<file path="src/rtl/vga_pic_sprite.sv">
// Bouncing-sprite pixel source: fetches an RGB332 picture from a synchronous ROM and
// emits latency-aligned RGB/syncs/blank. Optional macro PIC_SCALE2X_EN shows the sprite at 2x.
module vga_pic_sprite #(
  parameter int          PIC_W   = 160,
  parameter int          PIC_H   = 120,
  parameter int          ADDR_W  = 15,
  parameter int          ROM_LAT = 2,
  parameter int          STEP    = 2,
  parameter logic [23:0] BG_RGB  = 24'h000080
) (
  input  logic              iVGA_CLK,
  input  logic              iRST_n,
  input  logic [9:0]        iH_CNT,
  input  logic [9:0]        iV_CNT,
  input  logic              iDE,
  input  logic              iHS,
  input  logic              iVS,
  input  logic              iPAUSE,
  output logic [ADDR_W-1:0] oROM_ADDR,
  input  logic [7:0]        iROM_DATA,
  output logic [7:0]        oR,
  output logic [7:0]        oG,
  output logic [7:0]        oB,
  output logic              oHS,
  output logic              oVS,
  output logic              oBLANK_n,
  output logic [9:0]        oDBG_X0,
  output logic [9:0]        oDBG_Y0,
  output logic [1:0]        oDBG_STATE
);

`ifdef PIC_SCALE2X_EN
  localparam int SCALE_SH = 1;
`else
  localparam int SCALE_SH = 0;
`endif
  localparam int FOOT_W = PIC_W << SCALE_SH;
  localparam int FOOT_H = PIC_H << SCALE_SH;
  localparam int XMAX   = 640 - FOOT_W;
  localparam int YMAX   = 480 - FOOT_H;
  localparam int DLY    = ROM_LAT + 1;

  // Bit 1 = moving up, bit 0 = moving left.
  typedef enum logic [1:0] {
    ST_DR = 2'b00,
    ST_DL = 2'b01,
    ST_UR = 2'b10,
    ST_UL = 2'b11
  } state_t;

  state_t     r_state;
  logic [9:0] r_x0;
  logic [9:0] r_y0;
  logic       r_vs_prev;
  logic       r_tick;

  logic [9:0] w_x_next;
  logic [9:0] w_y_next;
  logic       w_l_next;
  logic       w_u_next;

  always_comb begin
    w_x_next = r_x0;
    w_l_next = r_state[0];
    if (!r_state[0]) begin
      if (11'({1'b0, r_x0}) + 11'(STEP) >= 11'(XMAX)) begin
        w_x_next = 10'(XMAX);
        w_l_next = 1'b1;
      end else begin
        w_x_next = r_x0 + 10'(STEP);
      end
    end else if (r_x0 <= 10'(STEP)) begin
      w_x_next = 10'd0;
      w_l_next = 1'b0;
    end else begin
      w_x_next = r_x0 - 10'(STEP);
    end
  end

  always_comb begin
    w_y_next = r_y0;
    w_u_next = r_state[1];
    if (!r_state[1]) begin
      if (11'({1'b0, r_y0}) + 11'(STEP) >= 11'(YMAX)) begin
        w_y_next = 10'(YMAX);
        w_u_next = 1'b1;
      end else begin
        w_y_next = r_y0 + 10'(STEP);
      end
    end else if (r_y0 <= 10'(STEP)) begin
      w_y_next = 10'd0;
      w_u_next = 1'b0;
    end else begin
      w_y_next = r_y0 - 10'(STEP);
    end
  end

  // Position only moves on the registered VS falling-edge pulse, so a frame never tears.
  always_ff @(posedge iVGA_CLK or negedge iRST_n) begin
    if (!iRST_n) begin
      r_vs_prev <= 1'b1;
      r_tick    <= 1'b0;
      r_x0      <= 10'd0;
      r_y0      <= 10'd0;
      r_state   <= ST_DR;
    end else begin
      r_vs_prev <= iVS;
      r_tick    <= r_vs_prev & ~iVS;
      if (r_tick && !iPAUSE) begin
        r_x0    <= w_x_next;
        r_y0    <= w_y_next;
        r_state <= state_t'({w_u_next, w_l_next});
      end
    end
  end

  assign oDBG_X0    = r_x0;
  assign oDBG_Y0    = r_y0;
  assign oDBG_STATE = r_state;

  logic [10:0]       w_x_end;
  logic [10:0]       w_y_end;
  logic              w_win;
  logic [9:0]        w_rx;
  logic [9:0]        w_ry;
  logic [ADDR_W-1:0] w_lin;

  assign w_x_end = {1'b0, r_x0} + 11'(FOOT_W);
  assign w_y_end = {1'b0, r_y0} + 11'(FOOT_H);
  assign w_win   = iDE && (iH_CNT >= r_x0) && ({1'b0, iH_CNT} < w_x_end)
                       && (iV_CNT >= r_y0) && ({1'b0, iV_CNT} < w_y_end);
  assign w_rx    = (iH_CNT - r_x0) >> SCALE_SH;
  assign w_ry    = (iV_CNT - r_y0) >> SCALE_SH;
  assign w_lin   = ADDR_W'(w_ry) * ADDR_W'(PIC_W) + ADDR_W'(w_rx);

  // Bit DLY-1 of each shift register lines up with iROM_DATA for the same pixel.
  logic [DLY-1:0] r_de_sr;
  logic [DLY-1:0] r_win_sr;
  logic [DLY-1:0] r_hs_sr;
  logic [DLY-1:0] r_vs_sr;

  always_ff @(posedge iVGA_CLK or negedge iRST_n) begin
    if (!iRST_n) begin
      oROM_ADDR <= '0;
      r_de_sr   <= '0;
      r_win_sr  <= '0;
      r_hs_sr   <= '1;
      r_vs_sr   <= '1;
    end else begin
      if (w_win) oROM_ADDR <= w_lin;
      r_de_sr  <= {r_de_sr[DLY-2:0], iDE};
      r_win_sr <= {r_win_sr[DLY-2:0], w_win};
      r_hs_sr  <= {r_hs_sr[DLY-2:0], iHS};
      r_vs_sr  <= {r_vs_sr[DLY-2:0], iVS};
    end
  end

  // Index 8'h00 is the transparency key and falls through to the background.
  always_ff @(posedge iVGA_CLK or negedge iRST_n) begin
    if (!iRST_n) begin
      oR       <= 8'd0;
      oG       <= 8'd0;
      oB       <= 8'd0;
      oHS      <= 1'b1;
      oVS      <= 1'b1;
      oBLANK_n <= 1'b0;
    end else begin
      oHS      <= r_hs_sr[DLY-1];
      oVS      <= r_vs_sr[DLY-1];
      oBLANK_n <= r_de_sr[DLY-1];
      if (!r_de_sr[DLY-1]) begin
        oR <= 8'd0;
        oG <= 8'd0;
        oB <= 8'd0;
      end else if (r_win_sr[DLY-1] && (iROM_DATA != 8'h00)) begin
        oR <= {iROM_DATA[7:5], iROM_DATA[7:5], iROM_DATA[7:6]};
        oG <= {iROM_DATA[4:2], iROM_DATA[4:2], iROM_DATA[4:3]};
        oB <= {4{iROM_DATA[1:0]}};
      end else begin
        oR <= BG_RGB[23:16];
        oG <= BG_RGB[15:8];
        oB <= BG_RGB[7:0];
      end
    end
  end

endmodule

</file>
<file path="config.mk">
export PLATFORM = sky130hd
export DESIGN_NAME = vga_pic_sprite
export DESIGN_NICKNAME = d
export VERILOG_FILES = /design/src/rtl/vga_pic_sprite.sv
export SDC_FILE = /design/constraint.sdc
export NUM_CORES = 1
export LEC_CHECK = 0
export ABC_CLOCK_PERIOD_IN_PS = 4400
export CAP_MARGIN = 5
export CELL_PAD_IN_SITES_DETAIL_PLACEMENT = 1
export CELL_PAD_IN_SITES_GLOBAL_PLACEMENT = 1
export CORE_MARGIN = 2
export CORE_UTILIZATION = 37
export CTS_BUF_LIST = sky130_fd_sc_hd__clkbuf_8
export DETAILED_ROUTE_END_ITERATION = 8
export PLACE_DENSITY_LB_ADDON = 0.3
export RECOVER_POWER = 50
export SLEW_MARGIN = 40
export SYNTH_ARGS = -nofsm -noshare
export SYNTH_HDL_FRONTEND = slang
export SYNTH_SLANG_ARGS = --single-unit
</file>
<file path="constraint.sdc">
create_clock -name iVGA_CLK -period 4.4 [get_ports iVGA_CLK]
set_input_delay 1.1 -clock iVGA_CLK [delete_from_list [all_inputs] [get_ports iVGA_CLK]]
set_output_delay 1.1 -clock iVGA_CLK [all_outputs]
set_load 0.05 [all_outputs]
</file>
# Yosys cells after proc, flatten, opt, wreduce, memory -nomap -nowiden
# Index checks and enable logic that the tools add are counted.
totals:
  reg_bits: 78
  inputBits: 34
  output_inout_bits: 64
  elab_cells: 64
classes:
  addsub: 11
  multipliers: 1
  order_cmp: 8
  mux: 18
  bitwise_logic: 2
  n_reduce_logical: 8
op_table:
  columns: ["cell", "n"]
  rows:
  - ["$mux W10", 6]
  - ["$mux W8", 6]
  - ["$add A10 B2 Y11 const B", 2]
  - ["$ge A11 B9 Y1 const B", 2]
  - ["$lt A10 B11 Y1", 2]
  - ["$add A10 B2 Y10 const B", 2]
  - ["$ge A10 B10 Y1", 2]
  - ["$le A10 B2 Y1 const B", 2]
  - ["$sub A10 B10 Y10", 2]
  - ["$sub A10 B2 Y10 const B", 2]
  - ["$add A15 B10 Y15", 1]
  - ["$add A10 B7 Y11 const B", 1]
  - ["$add A10 B8 Y11 const B", 1]
  - ["$mul A10 B3 Y10 const B", 1]
  - ["$reduce_bool A8 Y1", 1]
  - ["$logic_and A1 B1 Y1", 6]
  - ["$mux W1", 6]
  - ["$and A1 B1 Y1", 1]
  - ["$logic_not A1 Y1", 1]
  - ["$not A1 Y1", 1]

# Longest topological paths before layout
logic_depth:
  ltp_word: 5
  mapped_depth: 18
  ltp_nobuf: 17

# Worst setup path before layout
# Ideal clock, no wire load.
synth_timing:
  path_type: "input-to-reg"
  from: "input iV_CNT[1]"
  to: "register oROM_ADDR[14]"
  setup_ns: 0.125
  arrival_time_ns: 4.442
  t_required_ns: 4.275
  path_slack_ns: -0.167
  path_stages: 17
  path_buffers: 0
  cell_sequence: "inv_1 -> fa_1 -> nor2b_1 -> o21a_1 -> nor2_1 -> xnor2_1 -> ha_1 -> inv_1 -> fa_1 -> inv_1 -> ha_1 -> nand2_1 -> o21ai_0 -> and3_1 -> and3_1 -> xnor3_1 -> mux2_4"
synth_via:
  elab_chain_len: 3
  elab_cells_between_ends: 7
  cone_classes: "add/sub: 2; mul: 1; order compare: 2; reduce/logical: 2"
synth_lines:
  columns: ["element", "line", "rtl"]
  rows:
  - ["start, declared", "14", "input logic [9:0] iV_CNT,"]
  - ["$sub A10 B10 Y10 / $ge A10 B10 Y1 (equally long branches)", "133, 131", null]
  - ["$mul A10 B3 Y10 / $logic_and A1 B1 Y1 (equally long branches)", "134, 131", null]
  - ["$add A15 B10 Y15 / $logic_and A1 B1 Y1 (equally long branches)", "134, 131", null]
  - ["end signal, assigned", "150", "if (w_win) oROM_ADDR <= w_lin;"]
  - ["end, declared", "19", "output logic [ADDR_W-1:0] oROM_ADDR,"]
# Several ways; a longest one is shown, not always the timed one.
# A chain may end at the register's enable or synchronous reset.

# Worst setup path in the final report
layout_timing:
  from: "input iV_CNT[3]"
  to: "register oROM_ADDR[14]"
# The elaborated chain is that of the path after synthesis.

==> key figures <==
Floorplan
  • Die Width: 120 um
  • Initial Util: approximately 38%
  • Die Span Y: between 100 and 150 um
  • DIE AREA: 0.0143 sq mm
  • Site Rows: 42
  • Core Footprint: approximately 0.013 sq mm
  • I/O Pins: 98

Synthesis
  • Post-Synth Simple-Gate Area: 14.4%
  • Yosys cell types: 64
  • Post-Synthesis Cells: 546
  • Post-synth top area share: 26.3%
  • Compound-gate portion of the synthesized area: 20.1%
  • Synth Warn #: 0
  • Largest area contributor in the netlist: dfrtp_1
  • Sequential share of the synthesized area: a little under a third
  • Mux cell area share after synthesis: under 10%
  • EDFF count, synth: 0
  • Main flop type after synthesis: dfrtp_1
  • #FFs+latches synth: 60
  • Largest cells by area after synthesis: dfrtp_1 (26%), ha_1 (15%), xnor2_1 (5.1%)
  • Cell with the most instances after synthesis: ha_1
  • Ys async rst share: 100%
  • XOR/XNOR Fraction of Synth Area: under 10%
  • Post-synthesis adder-cell area fraction: between 10% and 20%
  • Synthesized area: ~0.0049 sq mm
  • Average size of a mapped cell: slightly above 9 sq um
  • Post-synth top cells: ha_1 (58), dfrtp_1 (52), inv_1 (42)
  • Largest family of logic cells by synthesized area: compound AO/OA/AOI/OAI gates

Clock network
  • TritonCTS clock tree: yes
  • Root buf cell: clkbuf_8
  • Reg clk slew, reported paths: ~0.08 ns
  • CTS max path bufs: 2
  • CTS sink count: 60
  • Post-CTS Hold Fix Bufs: 0
  • Worst skew pair latency: 0.37 ns
  • Inserted Clock Buffers: 9
  • Max H-tree Level: 3

Worst setup path
  • CP max stage cell: or4_4
  • Critical path capture point type: register
  • Critical path class: input pin to register
  • Slowest stage delay, CP: about 0.48 ns
  • WP data arrival: roughly 4.6 ns
  • Cell repeated most along the worst path: ha_1
  • Critical Path Fanout Max: 5
  • Cell family with most CP delay: adder cells
  • Critical-path cell list: dlygate4sd2_1 > ha_4 > nand2_1 > o21bai_1 > a21boi_1 > nor2_1 > xnor2_2 > ha_1 > ha_1 > o21a_1 > o31a_1 > or4_4 > nand3_2 > xnor2_1 > xnor3_1 > mux2_4
  • CP required: 4.65 ns
  • WP buf/inv: 1
  • Startpoint Class: input pin

Routing
  • Pre-antenna DRT Iters: 4
  • Antenna Nets Post-Route: 0
  • Avg WL per Cell: roughly 18 um
  • Detailed Route Iter0 Violations: 185
  • DRC viols: 0
  • Routed WL: roughly 16 mm
  • Vias per inst: roughly 5.5
  • Vias: 4,777

STA
  • Worst-margin pin slew: about 2.7 ns
  • Slew Limit Fails: 61
  • Slew margin rel.: -83.1%
  • Finish-stage setup viols: 0
  • Minimum clock period: around 4.4 ns
  • Final hold violations: 0
  • Fin Clk Skew: 0.00831 ns
  • F_max: approximately 0.23 GHz
  • Period utilization: 99.8%

Run status
  • Status: finished, violations left
  • Violated checks: max-capacitance violations, max-slew violations

Final layout
  • ANT cells: 0
  • Final net count: 789
  • Filler cells: ~1,500
  • P&R area growth vs syn: 40.2%
  • Share of cells above drive strength 1: approximately 22%
  • Design area: 0.00693 sq mm

Flow run
  • Max-Cap Viols: 1

Placement
  • GP Congestion: 0.827
  • Quantity of I/O buffers inserted on ports: 95
  • HPWL Detailed: between 10 and 15 mm
  • Placed Area: 0.00649 sq mm

Global routing
  • First-pass GRT wire length: roughly 25 mm
  • Initial antenna violation count: 0
  • Total GRT Usage: approximately 22%
  • Overflow after GRT: 0
  • Largest net degree at the start of global routing: slightly above 60
  • Vias in the first global route: 5,024

Min path
  • Hold Crit Class: register to register
routing by layer:
metal	up-vias	part of all wire, %	global-route usage [%]
met5	-	0	0
met4	0	3.3	8.38
met3	45	4.4	4.80
met2	140	52	39.1
met1	2345	40	25.2
li1	2247	-	-
per-stage QoR:
step	cells	hold WS (ns)	util, %	setup WS, ns	setup TNS [ns]
finish	874	0.343	52.8	0.00878	0
global route	874	0.350	52.8	-0.0864	-0.0864
CTS	870	0.347	51.3	-0.00626	-0.00626
detailed placement	854	0.336	49.4	-0.835	-3.09
global placement	854	0.332	49.4	-0.664	-2.05
floorplan	549	0.331	-	0.0164	0
worst register-to-register path, stage by stage, from the launching register on:
cell and delay, ns:
dfrtp_1 0.54, inv_1 0.21, ha_4 0.30, nor2b_4 0.14
o21a_1 0.19, nor2_2 0.14, xnor2_2 0.09, ha_1 0.32
inv_2 0.05, fa_1 0.53, inv_1 0.07, ha_4 0.29
nand2_1 0.07, o21ai_2 0.17, and3_4 0.20, and3_4 0.18
xnor3_1 0.29, mux2_4 0.26
sequential cells by signal, indices dropped and copies added (netlist names), 2 cells and up:
| signal | count |
|---|---|
| r_win_sr | 3 |
| oB | 3 |
| r_hs_sr | 3 |
| oROM_ADDR | 15 |
| oR | 3 |
| oDBG_X0 | 9 |
| r_vs_sr | 3 |
| oDBG_Y0 | 9 |
| r_de_sr | 3 |
| oG | 3 |
| oDBG_STATE | 2 |
cells in the final DEF (no fill, tap or decap), types with 6 or more instances in the layout:
cell type / netlist / layout
mux2_4: 6 / 6
a21o_1: 6 / 6
mux2_2: 6 / 6
nor2_1: 31 / 30
buf_4: 17 / 73
dfstp_2: 8 / 8
ha_1: 58 / 49
inv_1: 42 / 41
nand2_1: 30 / 29
nor3_1: 13 / 13
nor2b_1: 8 / 7
o221ai_1: 6 / 6
xnor2_1: 29 / 24
and2_1: 8 / 7
clkdlybuf4s50_1: 0 / 76
a31oi_1: 7 / 7
o21ai_0: 34 / 30
clkbuf_8: 0 / 9
ha_4: 0 / 9
and3_1: 15 / 13
a21oi_1: 36 / 33
dlygate4sd3_1: 0 / 12
nand3_1: 11 / 10
dfrtp_1: 52 / 52
layout make-up:
type	count	area (sq um)	area share, %
clock buffers	9	124	1.79
clock inverters	7	100	1.44
inverters	44	165	2.38
multi-input cells	409	3300	47.6
flip-flops and latches	60	1510	21.8
well taps	176	220	3.18
repair buffers	169	1510	21.8
final timing paths:
check / end / depth (start not counted) / slack [ns] / startpoint
min in group asynchronous: oROM_ADDR[14]$_DFFE_PN0P_ / 2 / 1.84 / iRST_n
worst max-delay path: oROM_ADDR[14]$_DFFE_PN0P_ / 16 / 0.009 / iV_CNT[3]
worst max register to register: oROM_ADDR[14]$_DFFE_PN0P_ / 17 / 0.25 / oDBG_Y0[2]$_DFFE_PN0P_
max in group asynchronous: oDBG_STATE[0]$_DFFE_PN0P_ / 2 / 0.98 / iRST_n
worst min register to register: r_win_sr[2]$_DFF_PN0_ / 0 / 0.34 / r_win_sr[1]$_DFF_PN0_
worst min-delay path: r_win_sr[2]$_DFF_PN0_ / 0 / 0.34 / r_win_sr[1]$_DFF_PN0_
logic make-up (layout without fill, tap and decap cells):
kind of cell	after synthesis	count (layout)
flops	60	60
other cells	1	4
fa+ha+maj	62	62
xor+xnor	35	35
simple gates	139	139
compound gates	152	152
mux	17	17
buf+inv	80	229
repair_timing:
action                     CTS  global route
setup buffers                0             4
setup endpoints to repair    5             3
pin swaps                    4            17
resized for setup           19            31
Power is not shown: default switching activity piles up to over one toggle a cycle in this logic, so the estimate is an artifact.
==> variant 1: new RTL, same settings <==
Reset style: synchronous (`iRST_n`), changed in 3 clocked blocks.
--- a/src/rtl/vga_pic_sprite.sv
+++ b/src/rtl/vga_pic_sprite.sv
@@ -96,7 +96,7 @@
   end
 
   // Position only moves on the registered VS falling-edge pulse, so a frame never tears.
-  always_ff @(posedge iVGA_CLK or negedge iRST_n) begin
+  always_ff @(posedge iVGA_CLK) begin
     if (!iRST_n) begin
       r_vs_prev <= 1'b1;
       r_tick    <= 1'b0;
@@ -139,7 +139,7 @@
   logic [DLY-1:0] r_hs_sr;
   logic [DLY-1:0] r_vs_sr;
 
-  always_ff @(posedge iVGA_CLK or negedge iRST_n) begin
+  always_ff @(posedge iVGA_CLK) begin
     if (!iRST_n) begin
       oROM_ADDR <= '0;
       r_de_sr   <= '0;
@@ -156,7 +156,7 @@
   end
 
   // Index 8'h00 is the transparency key and falls through to the background.
-  always_ff @(posedge iVGA_CLK or negedge iRST_n) begin
+  always_ff @(posedge iVGA_CLK) begin
     if (!iRST_n) begin
       oR       <= 8'd0;
       oG       <= 8'd0;
Function: differs if iRST_n is asserted again (counterexample within 4 cycles, from zero or initial values and one cycle with iRST_n low); with iRST_n held inactive, the same outputs for 10 cycles.
==> variant 1 against the unedited design <==
- area after synthesis decreased by 3.0%
- cell area decreased by 6.6%
- final cell count increased by 1.3%
- count of clock-buffer cells in the layout unchanged
- worst setup slack improved by 0.12 ns
- core utilization decreased by 1.5 points
- largest cell class unchanged
- wire length decreased by 2.8%
- sequential cell count unchanged
- via count increased by 0.19%
- non-clock buffer count decreased by 20
- maximum frequency increased by 2.9%
Power is left out: it rests on default switching activity, and per cell area and clock period it moved more than threefold.
==> variant 1: results <==
set metrics [dict create \
    drt-pass1-iter-count 4 \
    reg2reg_setup_slack_ns 0.51 \
    grt_max_degree 25 \
    root_buffer "clkbuf_8" \
    yosys_warnings 0 \
    drive_above_1_share 0.139 \
    yosysUniqueCellTypes 65 \
    antenna_found_initial 0 \
    tightest_slew_ns 0.988 \
    async_reset_ff_frac 0 \
    clk_pin_slew_ns 0.07 \
    grt_usage 0.223 \
    io_buffers 95 \
    n_antenna_cell 0 \
    routedWlPerCell_um 17.4 \
    gp_congestion 0.918 \
    hold_class "flip-flop to flip-flop" \
    nets 804 \
    grt_pass1_wl_um 25400 \
    largest_reg_flops 15 \
    regMostFlops "oROM_ADDR" \
    hpwl_um 11900 \
    ys_seq_area_frac 0.250 \
    clkLatencyLatePin_ns 0.36 \
    cts_max_level 3 \
    drtIter0Drc 270 \
    ys_top_cells_by_count "dfxtp_1, ha_1, nor2_1" \
    cts_made_buffers 9 \
    grt_pass1_vias 5027 \
    synthTopCellsByArea "dfxtp_1, ha_1, xnor2_1" \
    status "finished, final reports clean" \
    skew_ns 0.00826 \
    num_vias 4786 \
    cp_max_fo 3 \
    ctsLongestPathBuffers 2 \
]
## variant 1: routing by layer
layer  GRT usage  up-vias  part of all wire
met5           0        -                 0
met4      0.0685        0             0.014
met3      0.0383       16             0.035
met2       0.399       89              0.51
met1       0.271     2369              0.44
li1            -     2312                 -
## variant 1: critical path, stage by stage
cell,delay [ns]
clkdlybuf4s50_1,0.50
inv_1,0.07
fa_1,0.47
nor2b_2,0.16
o211ai_1,0.10
nand2_1,0.10
a21oi_2,0.07
xnor2_1,0.28
buf_4,0.17
ha_1,0.21
a21o_1,0.18
a21oi_1,0.36
o21ai_2,0.13
and3_4,0.20
nand4_1,0.10
nor3_1,0.05
a211o_1,0.28
## variant 1: layout make-up
type,count,area [sq um]
inverters,39,146
multi-input cells,449,3300
clock inverters,7,116
well taps,172,215
repair buffers,149,1370
clock buffers,9,124
flip-flops and latches,60,1200
fillers,1552,6150
## variant 1: timing repair
item | in CTS | in global routing
setup buffers | 0 | 1
gates resized for setup | 9 | 17
pin swaps | 6 | 3
endpoints found under the setup margin | 5 | 5
## variant 1: per-stage QoR
| step | instances | instance area, sq um | util | setup slack [ns] | hold slack, ns |
|---|---|---|---|---|---|
| 2_1_floorplan | 586 | 4810 | - | 0.163 | 0.386 |
| 3_3_place_gp | 868 | 6160 | 0.488 | -0.403 | 0.390 |
| 3_5_place_dp | 868 | 6160 | 0.488 | -0.585 | 0.397 |
| 4_1_cts | 884 | 6430 | 0.509 | 0.0596 | 0.415 |
| 5_1_grt | 885 | 6470 | 0.513 | -0.00866 | 0.422 |
| 6_report | 885 | 6470 | 0.513 | 0.130 | 0.410 |
## variant 1: kinds of logic after synthesis
kind of cell             count (synthesis)  share of synthesized area
AND/OR/NAND/NOR                        181                      0.195
AO/OA/AOI/OAI                          151                      0.213
buffers and inverters                   77                     0.0775
adder cells (fa/ha/maj)                 62                      0.168
flip-flops                              60                      0.250
XOR/XNOR                                44                     0.0804
multiplexers                             7                     0.0151
other                                    1                   0.000782
## variant 1: path summary, 6_finish.rpt
path,from,to,cells after the start
worst min register to register,r_hs_sr[2]$_SDFF_PN1_,oHS$_SDFF_PN1_,1
worst min-delay path,r_hs_sr[2]$_SDFF_PN1_,oHS$_SDFF_PN1_,1
worst max register to register,oDBG_Y0[3]$_SDFFE_PN0P_,oROM_ADDR[14]$_SDFFE_PN0P_,17
worst max-delay path,iH_CNT[1],oROM_ADDR[14]$_SDFFE_PN0P_,17
==> variant 2: new RTL, same flow settings <==
Made on the original files. The option `PIC_SCALE2X_EN` is turned on by a define.
--- a/src/rtl/vga_pic_sprite.sv
+++ b/src/rtl/vga_pic_sprite.sv
@@ -1,5 +1,7 @@
 // Bouncing-sprite pixel source: fetches an RGB332 picture from a synchronous ROM and
 // emits latency-aligned RGB/syncs/blank. Optional macro PIC_SCALE2X_EN shows the sprite at 2x.
+`define PIC_SCALE2X_EN
+
 module vga_pic_sprite #(
   parameter int          PIC_W   = 160,
   parameter int          PIC_H   = 120,
Behaviour: not the same (Yosys sat finds a counterexample within 4 cycles, from zero or initial values and one cycle with iRST_n low).
==> variant 2 against the unedited design <==
- the flow finishes with violations (capacitance limit, slew limit, setup timing)
- critical endpoint unchanged
- maximum frequency down 0.85%
- sequential cell count unchanged
- area after synthesis down 3.6%
- synthesized cell count down 4.9%
- worst setup slack worse by 0.037 ns
- cell area down 4.9%
- sequential share of layout area up 1.1 points
- wire length down 4.0%
- final cell count down 5.0%
==> variant 2: results <==
set metrics [dict create \
    ys_top_cells_by_count "ha_1, dfrtp_1, inv_1" \
    routedWlPerCell_um 18.4 \
    hpwl_um 11000 \
    setup-tns-final_ns -0.0287 \
    num_vias 4488 \
    nets 744 \
    use_met1 0.246 \
    gp_congestion 0.894 \
    max_stage_delay_ns 0.37 \
    min_to "r_de_sr[2]$_DFF_PN0_" \
    reg2reg_depth 16 \
    status "complete, but fails checks" \
    tightest_slew_ns 1.98 \
    grtUsageMet2 0.386 \
    violations "capacitance limit, slew limit, setup timing" \
    final-setup-viol-count 1 \
    worst_slack_ns -0.0287 \
    grt_usage 0.211 \
    drive_above_1_share 0.196 \
    clkLatencyLatePin_ns 0.35 \
    drtIter0Drc 141 \
    yosysUniqueCellTypes 67 \
    skew_ns 0.0150 \
    arrival_ns 4.66 \
    grt_pass1_vias 4664 \
    grt_pass1_wl_um 23600 \
    drv_slew 34 \
    nFillCells 1481 \
    max_cap_violations 1 \
    min_from "r_de_sr[1]$_DFF_PN0_" \
    cpMaxStageDelayCell "xor3_1" \
    synthTopCellsByArea "dfrtp_1, ha_1, xnor2_1" \
    placed_cell_area_sq_um 6100 \
]
[variant 2: final cells by class]
cell class | instances | share of cell area
Clock inverter | 7 | 0.0116
Timing Repair Buffer | 156 | 0.213
Multi-Input combinational cell | 381 | 0.469
Tap cell | 172 | 0.0327
Inverter | 45 | 0.0256
Clock buffer | 9 | 0.0188
Sequential cell | 60 | 0.229
[variant 2: through the flow]
step	worst slack, ns	total power [mW]	util	cells
2_1_floorplan	0.0226	3.24	-	522
6_report	-0.0287	6.32	0.522	830
5_1_grt	-0.147	6.71	0.522	830
4_1_cts	0.00613	5.59	0.511	824
3_5_place_dp	-0.711	4.73	0.484	801
3_3_place_gp	-0.481	4.50	0.483	801
[variant 2: how the worst max path moves through the flow]
| stage | startpoint | end | slack [ns] |
|---|---|---|---|
| 3_3_place_gp | iV_CNT[1] | oROM_ADDR[14]$_DFFE_PN0P_ | -0.48 |
| 4_1_cts | iV_CNT[3] | oROM_ADDR[14]$_DFFE_PN0P_ | 0.006 |
| 2_1_floorplan | iV_CNT[3] | oROM_ADDR[14]$_DFFE_PN0P_ | 0.02 |
| 6_report | iV_CNT[1] | oROM_ADDR[14]$_DFFE_PN0P_ | -0.03 |
| 5_1_grt | iV_CNT[1] | oROM_ADDR[14]$_DFFE_PN0P_ | -0.15 |
| 3_5_place_dp | iV_CNT[1] | oROM_ADDR[14]$_DFFE_PN0P_ | -0.71 |
[variant 2: timing repair]
item / CTS / global route
buffers inserted: 7 / 6
gates resized for setup: 17 / 22
setup endpoints to repair: 2 / 3
pin swaps: 15 / 16
[variant 2: cell families after synthesis]
group                      after synthesis  synth area share
AOI/OAI and AO/OA                      139             0.189
xor gates and xnor gates                39            0.0764
adders and majority gates               57             0.156
buffers and inverters                   81            0.0782
DFF                                     60             0.317
muxes                                   20            0.0462
other                                    1          0.000787
and+or+nand+nor                        122             0.136
[variant 2: routing by layer]
metal / vias to the layer above / routed length (um) / part of all wire
li1: 2098 / - / -
met1: 2232 / 6130 / 0.40
met2: 121 / 8040 / 0.53
met3: 37 / 539 / 0.035
met4: 0 / 545 / 0.036
met5: - / 0 / 0
[variant 2: power groups by stage]
stage	Combinational (mW)	Sequential [mW]	Clock [mW]
after floorplan	2.04	1.20	0
after global placement	3.68	0.817	0
after detailed placement	3.90	0.831	0
after CTS	4.23	0.819	0.536
after global routing	5.30	0.842	0.569
final	4.98	0.817	0.522
